$ cat src/rtl/counter_pkg.sv
// rtl/counter_pkg.sv - shared mode and step-direction constants for updown_counter
package counter_pkg;

  localparam int MODE_WRAP     = 0;
  localparam int MODE_SATURATE = 1;

  localparam logic DIR_UP   = 1'b1;
  localparam logic DIR_DOWN = 1'b0;

endpackage

$ cat src/rtl/updown_counter_next.sv
// rtl/updown_counter_next.sv - combinational next-count and wrap decision
module updown_counter_next
  import counter_pkg::*;
#(
  parameter int          Size     = 5,
  parameter logic [32:0] Modulus  = 33'd1 << Size,
  parameter int          Saturate = MODE_WRAP
) (
  input  logic [Size-1:0] count_i,
  input  logic            enable_i,
  input  logic            up_i,
  input  logic            load_i,
  input  logic [Size-1:0] load_value_i,
  output logic [Size-1:0] next_count_o,
  output logic            next_wrap_o
);

  localparam logic [32:0]   MAX_FULL = Modulus - 33'd1;
  localparam logic [Size:0] MAX_VAL  = MAX_FULL[Size:0];
  localparam logic [Size:0] ONE      = (Size+1)'(1);

  // One extra bit keeps the +1 at the top of a full-range counter from overflowing.
  logic [Size:0] cnt_x;
  logic [Size:0] ld_x;
  logic [Size:0] nxt_x;
  logic          unused_msb;

  assign cnt_x = {1'b0, count_i};
  assign ld_x  = {1'b0, load_value_i};

  always_comb begin
    nxt_x       = cnt_x;
    next_wrap_o = 1'b0;
    if (load_i) begin
      nxt_x = (ld_x > MAX_VAL) ? MAX_VAL : ld_x;
    end else if (enable_i) begin
      if (up_i == DIR_UP) begin
        if (cnt_x < MAX_VAL) begin
          nxt_x = cnt_x + ONE;
        end else if (Saturate == MODE_WRAP) begin
          nxt_x       = '0;
          next_wrap_o = 1'b1;
        end
      end else if (up_i == DIR_DOWN) begin
        if (cnt_x != '0) begin
          nxt_x = cnt_x - ONE;
        end else if (Saturate == MODE_WRAP) begin
          nxt_x       = MAX_VAL;
          next_wrap_o = 1'b1;
        end
      end
    end
  end

  assign next_count_o = nxt_x[Size-1:0];
  assign unused_msb   = nxt_x[Size];

endmodule

$ cat src/rtl/updown_counter.sv
// rtl/updown_counter.sv - modulo up/down counter; UPDOWN_COUNTER_STICKY_EN adds sticky wrap history
module updown_counter
  import counter_pkg::*;
#(
  parameter int          Size     = 5,
  parameter logic [32:0] Modulus  = 33'd1 << Size,
  parameter int          Saturate = MODE_WRAP
) (
  input  logic            clock,
  input  logic            reset,
  input  logic            enable,
  input  logic            up,
  input  logic            load,
  input  logic [Size-1:0] load_value,
  output logic [Size-1:0] count,
  output logic            at_max,
  output logic            at_min,
  output logic            wrap
`ifdef UPDOWN_COUNTER_STICKY_EN
  ,
  input  logic            clear_sticky,
  output logic            sticky_wrap
`endif
);

  localparam logic [32:0]   MAX_FULL = Modulus - 33'd1;
  localparam logic [Size:0] MAX_VAL  = MAX_FULL[Size:0];

  logic [Size-1:0] count_q;
  logic [Size-1:0] count_d;
  logic            wrap_q;
  logic            wrap_d;

  updown_counter_next #(
    .Size     (Size),
    .Modulus  (Modulus),
    .Saturate (Saturate)
  ) u_next (
    .count_i      (count_q),
    .enable_i     (enable),
    .up_i         (up),
    .load_i       (load),
    .load_value_i (load_value),
    .next_count_o (count_d),
    .next_wrap_o  (wrap_d)
  );

  always_ff @(posedge clock or negedge reset) begin
    if (!reset) begin
      count_q <= '0;
      wrap_q  <= 1'b0;
    end else begin
      count_q <= count_d;
      wrap_q  <= wrap_d;
    end
  end

  assign count  = count_q;
  assign wrap   = wrap_q;
  assign at_max = ({1'b0, count_q} == MAX_VAL);
  assign at_min = (count_q == '0);

`ifdef UPDOWN_COUNTER_STICKY_EN
  logic sticky_q;
  logic sticky_d;

  // A wrap landing on the same edge as a clear must not be lost.
  always_comb begin
    sticky_d = sticky_q;
    if (wrap_d) begin
      sticky_d = 1'b1;
    end else if (clear_sticky) begin
      sticky_d = 1'b0;
    end
  end

  always_ff @(posedge clock or negedge reset) begin
    if (!reset) begin
      sticky_q <= 1'b0;
    end else begin
      sticky_q <= sticky_d;
    end
  end

  assign sticky_wrap = sticky_q;
`else
  // wrap history is not retained in this build
`endif

endmodule

$ cat config.mk
export PLATFORM = sky130hd
export DESIGN_NAME = updown_counter
export DESIGN_NICKNAME = d
export VERILOG_FILES = /design/src/rtl/counter_pkg.sv /design/src/rtl/updown_counter_next.sv /design/src/rtl/updown_counter.sv
export SDC_FILE = /design/constraint.sdc
export NUM_CORES = 1
export LEC_CHECK = 0
export ABC_CLOCK_PERIOD_IN_PS = 4120
export CAP_MARGIN = 15
export CORE_AREA = 2 2 39 41
export DETAILED_ROUTE_END_ITERATION = 10
export DIE_AREA = 0 0 41 43
export MAX_ROUTING_LAYER = met4
export PLACE_DENSITY = 0.68
export SETUP_SLACK_MARGIN = 0.5
export SYNTH_ARGS = -nofsm -noshare
export SYNTH_HDL_FRONTEND = slang
export SYNTH_HIERARCHICAL = 1
export SYNTH_SLANG_ARGS = --single-unit
$ cat constraint.sdc
create_clock -name clock -period 4.12 [get_ports clock]
set_clock_uncertainty 0.05 [all_clocks]
set_input_delay 0.824 -clock clock [delete_from_list [all_inputs] [get_ports clock]]
set_output_delay 0.824 -clock clock [all_outputs]
set_load 0.005 [all_outputs]
==> results of run 1 <==
## cells by family after synthesis
family,after synthesis,synth area share
multiplexers,1,0.0205
AND/OR/NAND/NOR,24,0.269
buffers and inverters,7,0.0690
adder cells (fa/ha/maj),2,0.0511
flip-flops,6,0.307
XOR/XNOR,3,0.0537
AO/OA/AOI/OAI,14,0.230
## cell type report
cell class / count / share of cell area
clock buffer: 3 / 0.0328
inverter: 5 / 0.0273
multi-input combinational: 44 / 0.444
sequential: 6 / 0.219
tap: 16 / 0.0291
timing repair buffer: 17 / 0.248
## power breakdown
group,total [W],switching (W),leakage (nW),internal [W]
registers,0.0000805,0.0000155,0.0727,0.0000650
clock network,0.0000531,0.0000202,0.0138,0.0000329
logic,0.0000625,0.0000253,0.200,0.0000372
## cells in the mapped netlist, types with 2 or more instances
| library cell | n |
|---|---|
| nor3_1 | 2 |
| a21oi_1 | 3 |
| o21ai_0 | 2 |
| inv_1 | 5 |
| xor2_1 | 2 |
| nand2_1 | 2 |
| nor2_1 | 10 |
| dfrtp_1 | 6 |
| ha_1 | 2 |
| nand3_1 | 2 |
## critical path, delay by kind of cell, from the launching register on
family,cells,cell delay (ns)
and+or+nand+nor,2,0.64
buffers and inverters,1,0.50
DFF,1,0.47
## through the flow
step	instances	hold slack, ns	utilization	area (um2)	setup WS, ns
after floorplan	57	0.478	-	489	2.19
after global placement	88	0.716	0.480	664	1.67
after detailed placement	88	0.726	0.480	664	1.64
after CTS	91	0.733	0.496	687	1.38
after global routing	91	0.777	0.496	687	1.32
final	91	0.727	0.496	687	1.40
## registers in the layout (all words and copies together), names as in the netlist
signal / flops
wrap: 1
count: 5
## layout by cell type, fill, tap and decap left out, types with 2 or more instances in the layout
cell / n
a21oi_1: 3
nand3_1: 2
nor3_1: 2
clkbuf_4: 3
nand2_1: 2
clkdlybuf4s50_1: 17
ha_1: 2
inv_1: 5
nor2_1: 10
xor2_1: 2
dfrtp_1: 6
o21ai_0: 2
## per-layer routing
metal  routed length, um  part of all wire  vias to the layer above
li1                    -                 -                      246
met2                 575              0.48                       14
met3                  67             0.056                        2
met5                   0                 0                        -
met1                 540              0.45                      220
met4                  19             0.016                        0
## worst max-delay path by stage
stage	end	cells after the start	start	slack (ns)
final	at_min	3	count[0]	1.40
after CTS	at_min	3	count[0]	1.38
after global routing	at_min	3	count[0]	1.32
after floorplan	at_min	2	count[0]	2.19
after global placement	at_min	3	count[0]	1.67
after detailed placement	at_min	3	count[0]	1.64
==> results.md, run 1 <==
* Status: complete, no violations
* Setup TNS at 0 ns
* Worst reg-to-reg setup slack at 2.17 ns
* Critical path cell sequence: or4_1 -> nor2_1 -> clkdlybuf4s50_1
* Post-CTS setup buffer count at 0
* Vias per Instance at 5.30
* Area share of the largest cell type after synthesis at 0.307
* Worst ir drop on vdd at 0.141 mV
* Wire length after detailed routing at 1200 um
* Sequential cell area in the final layout at 150 um2
* Path type of the worst setup path: flop to output pin
* Area growth from synthesis to layout at 40.4%
* First-iteration detailed-routing DRC count at 10
* Kind of path behind the tightest hold check: flop to flop
* TritonCTS clock tree: yes
* WP data arrival at 1.85 ns
* Top cells by area in the synthesized netlist: dfrtp_1 31%, nor2_1 7.7%, ha_1 5.1%
* Total chip power at 0.000196 W
* Maximum level of the CTS H-tree at 1
* Depth of the worst register-to-register path at 6
* Primary flip-flop cell chosen by synthesis mapping: dfrtp_1
* Row count at 14
* Post-synth top area cell: dfrtp_1
* Sequential-to-total area share from yosys stat at 0.307
* Setup-violating endpoint count in the final report at 0
* End of the worst register-to-register path: count[3]
* Share of flip-flops with an asynchronous set or reset after synthesis at 1.00
* Number of antenna violations at the first check in global routing at 0
* Final routed wire length divided by cell count at 13.2 um
* Final Net Count at 89
* Total nets after synthesis at 69
* Post-route clock period utilization at 0.661
* Effective utilization at floorplan at 0.354
* Core Area at 0.00138 mm2
* Max Slew Vio Count at 0
* Hold-fix buffer count after cts at 0
* Power density cells at 285 mW/mm2
* Yosys warns at 6
* Post-synthesis cell area at 489 um2
* Peak clock frequency supported by timing at 367 MHz
* Mean area per synthesized cell at 8.58 um2
* Footprint of the multi-input gates at 305 um2
* Number of clock sinks seen by CTS at 6
* WP data required at 3.25 ns
* Met1 global-route usage at 0.211
* Kind of end point of the critical path: output pin
* Clk root buf: clkbuf_4
* Number of port buffers at 17
* Worst hold endpoint: count[3]
* First drt pass iteration count at 4
* Critical Path Start Type: flop
* Unrepaired setup endpoints after global routing: false
* Post-synthesis register bit count at 6
* Chip width at 41 um
* Number of antenna-violating nets in the routed design at 0
* Hold path startpoint: count[3]
* Shortest clock period the worst path allows after layout at 2.72 ns
* Number of instances on the worst hold path at 2
* Number of cells produced by synthesis at 57
* Weighted congestion reported at the end of routability-driven placement at 0.824
* Worst relative slew slack at 0.721
* Routed vias at 482
* Max-capacitance violation count at 0
* Clock transition at path regs at 0.04 ns
* Top Ports at 18
* Slowest cell on the critical path: or4_1
* Worst Path Max Fanout at 8
* Largest net degree at the start of global routing at 14
* Global Route met2 Usage at 0.238
* Met3 routing resource usage after global routing at 0.0942
* Count of unresolved DRC violations after routing at 0
* Global-route usage over all layers at 0.173
* Diode count at 0
* Worst skew pair latency at 0.24 ns
* Actual slew at the worst max-slew pin at 0.408 ns
* Reg-to-reg startpoint: count[0]
* Number of hold violations in the final report at 0
* Number of enable flip-flop cells after synthesis at 0
* Number of filler instances in the final layout at 149
* Number of instances resized during post-cts repair at 0
* Leakage power summed over all cells at 0.287 nW
* Placed wire-length estimate after detailed placement at 885 um
* Die outline height at 43 um
* Longest individual stage delay on the worst path at 0.54 ns
* Full die area at 0.00176 mm2
* Maximum clock insertion buffer count at 2
* Number of distinct library cells after synthesis at 31
* Overall overflow remaining after global route at 0
* Layout cell share with drive strength beyond 1 at 0.120
* Vias in the first global route at 438
* TritonCTS buffer count at 3
* Busiest metal layer after global routing: met2
* Wire length of the first global-routing pass at 1930 um
Note: power is estimated with default switching activity, not from simulation.
==> inputs of run 2 (changes only) <==
ABC_CLOCK_PERIOD_IN_PS = 2300   (was 4120)
CORE_AREA = 2 2 40 42   (was 2 2 39 41)
DIE_AREA = 0 0 42 44   (was 0 0 41 43)
clock period = 2.3 ns   (was 4.12 ns; I/O delays follow)
==> run 2 against run 1 <==
Clock power grew 90%. Non-clock buffer count is 14 higher. Via count rose by 22%. Critical path type is now flop to flop. Largest power group is now combinational cells. Global-route usage rose by 0.82 points. Sequential cell count unchanged. Combinational power grew to 3.2 times the previous value. Cell count rose by 16%. First-iteration DRC count is 60% lower. Largest cell class unchanged. Critical path depth rose by 4. Wire length increased by 26%.
==> results.md, run 2 (synthesis gave the netlist of run 1 again) <==
* First drt pass iteration count at 4
* Status: complete, no violations
* Worst reg-to-reg setup slack at 0.42 ns
* Chip width at 42 um
* Number of hold violations in the final report at 0
* Unrepaired setup endpoints after global routing: true
* Number of port buffers at 17
* Slowest cell on the critical path: or4b_4
* DP Worst Slack at 0.249 ns
* Worst ir drop on vdd at 0.196 mV
* TritonCTS clock tree: yes
* Diode count at 0
* Area growth from synthesis to layout at 78.0%
* Launching instance or port of the critical path: count[0]
* Kind of end point of the critical path: flop
* WP data arrival at 1.97 ns
* Min setup slack post-route at 0.416 ns
* Worst skew pair latency at 0.24 ns
* Routed vias at 586
* Critical Path Start Type: flop
* Commonest cells after routing, fill and taps aside: 14 x clkdlybuf4s50_1, 9 x nor2_1, 9 x buf_4, 4 x dfrtp_1, 4 x buf_6
* Core Area at 0.00142 mm2
* Setup-violating endpoint count in the final report at 0
* Setup TNS at 0 ns
* Maximum level of the CTS H-tree at 1
* Cell class contributing the biggest share of worst-path delay: simple AND/OR/NAND/NOR gates
* Post-route clock period utilization at 0.819
* Max-capacitance violation count at 0
* Hold-fix buffer count after cts at 0
* Path type of the worst setup path: flop to flop
* Shortest clock period the worst path allows after layout at 1.88 ns
* Critical path cell sequence: buf_6 -> inv_2 -> ha_4 -> or4b_4 -> o21ai_4 -> and4bb_1 -> a221oi_2
* Effective utilization at floorplan at 0.345
* WP data required at 2.39 ns
* Largest net degree at the start of global routing at 12
* TritonCTS buffer count at 3
* Reg-to-reg startpoint: count[0]
* Clk root buf: clkbuf_4
* Global-route usage over all layers at 0.182
* Worst Path Max Fanout at 3
* Vias per Instance at 5.53
* Row count at 14
* Peak clock frequency supported by timing at 531 MHz
* First-iteration detailed-routing DRC count at 4
* End of the worst register-to-register path: count[3]
* Placed wire-length estimate after detailed placement at 1020 um
* Full die area at 0.00185 mm2
* Wire length of the first global-routing pass at 2460 um
* Final Net Count at 103
* Weighted congestion reported at the end of routability-driven placement at 0.844
* Longest individual stage delay on the worst path at 0.49 ns
* Vias in the first global route at 575
* Top Ports at 18
* Depth of the worst register-to-register path at 7
* Wire length after detailed routing at 1510 um
* Layout cell share with drive strength beyond 1 at 0.378
* Number of antenna-violating nets in the routed design at 0
* Die outline height at 44 um
* Number of clock sinks seen by CTS at 6
* Leakage power summed over all cells at 0.384 nW
* Max Slew Vio Count at 0
* Number of antenna violations at the first check in global routing at 0
* Count of unresolved DRC violations after routing at 0
* Max reg flops at 5
* Kind of path behind the tightest hold check: input pin to asynchronous set/reset pin
* Clock transition at path regs at 0.05 ns
* Final routed wire length divided by cell count at 14.3 um
* Most common cell after layout, fill and taps aside: clkdlybuf4s50_1
* Power density cells at 492 mW/mm2
* Number of filler instances in the final layout at 129
* Critical path buffers and inverters at 2
* Overall overflow remaining after global route at 0
* Maximum clock insertion buffer count at 2
* Worst relative slew slack at 0.804
* Actual slew at the worst max-slew pin at 0.294 ns
==> run 2: cell types whose count changed in the layout (fill, tap and decap cells not counted), sizes merged <==
cell and change:
clkbuf +1, dlygate4sd2 +1, dlymetal6s2s +1, buf +15, clkdlybuf4s50 -3
==> run 2: where the power goes <==
part           total, W  switching (W)  internal (W)
Sequential     0.000129      0.0000116      0.000117
Combinational  0.000199      0.0000856      0.000113
Clock          0.000101      0.0000353     0.0000655
Total          0.000429       0.000133      0.000296
==> run 2: through the flow <==
stage | hold slack (ns) | cells | power [W] | area, um2 | utilization
finish | 0.416 | 106 | 0.000429 | 871 | 0.614
CTS | 0.410 | 104 | 0.000415 | 821 | 0.578
global placement | 0.616 | 94 | 0.000270 | 711 | 0.501
detailed placement | 0.636 | 94 | 0.000273 | 711 | 0.501
floorplan | 0.114 | 57 | 0.000202 | 490 | -
global route | 0.431 | 106 | 0.000457 | 871 | 0.614
==> run 2: how the worst max path moves through the flow <==
stage                    end  slack [ns]  depth (start not counted)
floorplan           count[3]        0.51                          6
global placement      at_min        0.27                          3
detailed placement    at_min        0.25                          3
CTS                 count[3]        0.42                          7
global route        count[3]        0.34                          7
finish              count[3]        0.42                          7
==> run 2: per-layer routing <==
layer / vias up / GRT usage / part of all wire
li1: 277 / - / -
met1: 283 / 0.217 / 0.42
met2: 22 / 0.297 / 0.51
met3: 4 / 0.0250 / 0.047
met4: 0 / 0.0968 / 0.024
met5: - / - / 0
==> run 2: what timing repair did <==
action	CTS	global route
buffers inserted	6	2
resized for setup	16	9
endpoints found under the hold margin	0	0
endpoints found under the setup margin	8	7
pin swaps	6	7
==> run 2: area by class of cell <==
| cell class | count | area [um2] | share of cell area |
|---|---|---|---|
| Clock buffer | 4 | 26.3 | 0.0302 |
| Inverter | 5 | 21.3 | 0.0244 |
| Multi-Input combinational cell | 44 | 352 | 0.404 |
| Sequential cell | 6 | 153 | 0.175 |
| Tap cell | 16 | 20.0 | 0.0230 |
| Timing Repair Buffer | 31 | 299 | 0.343 |
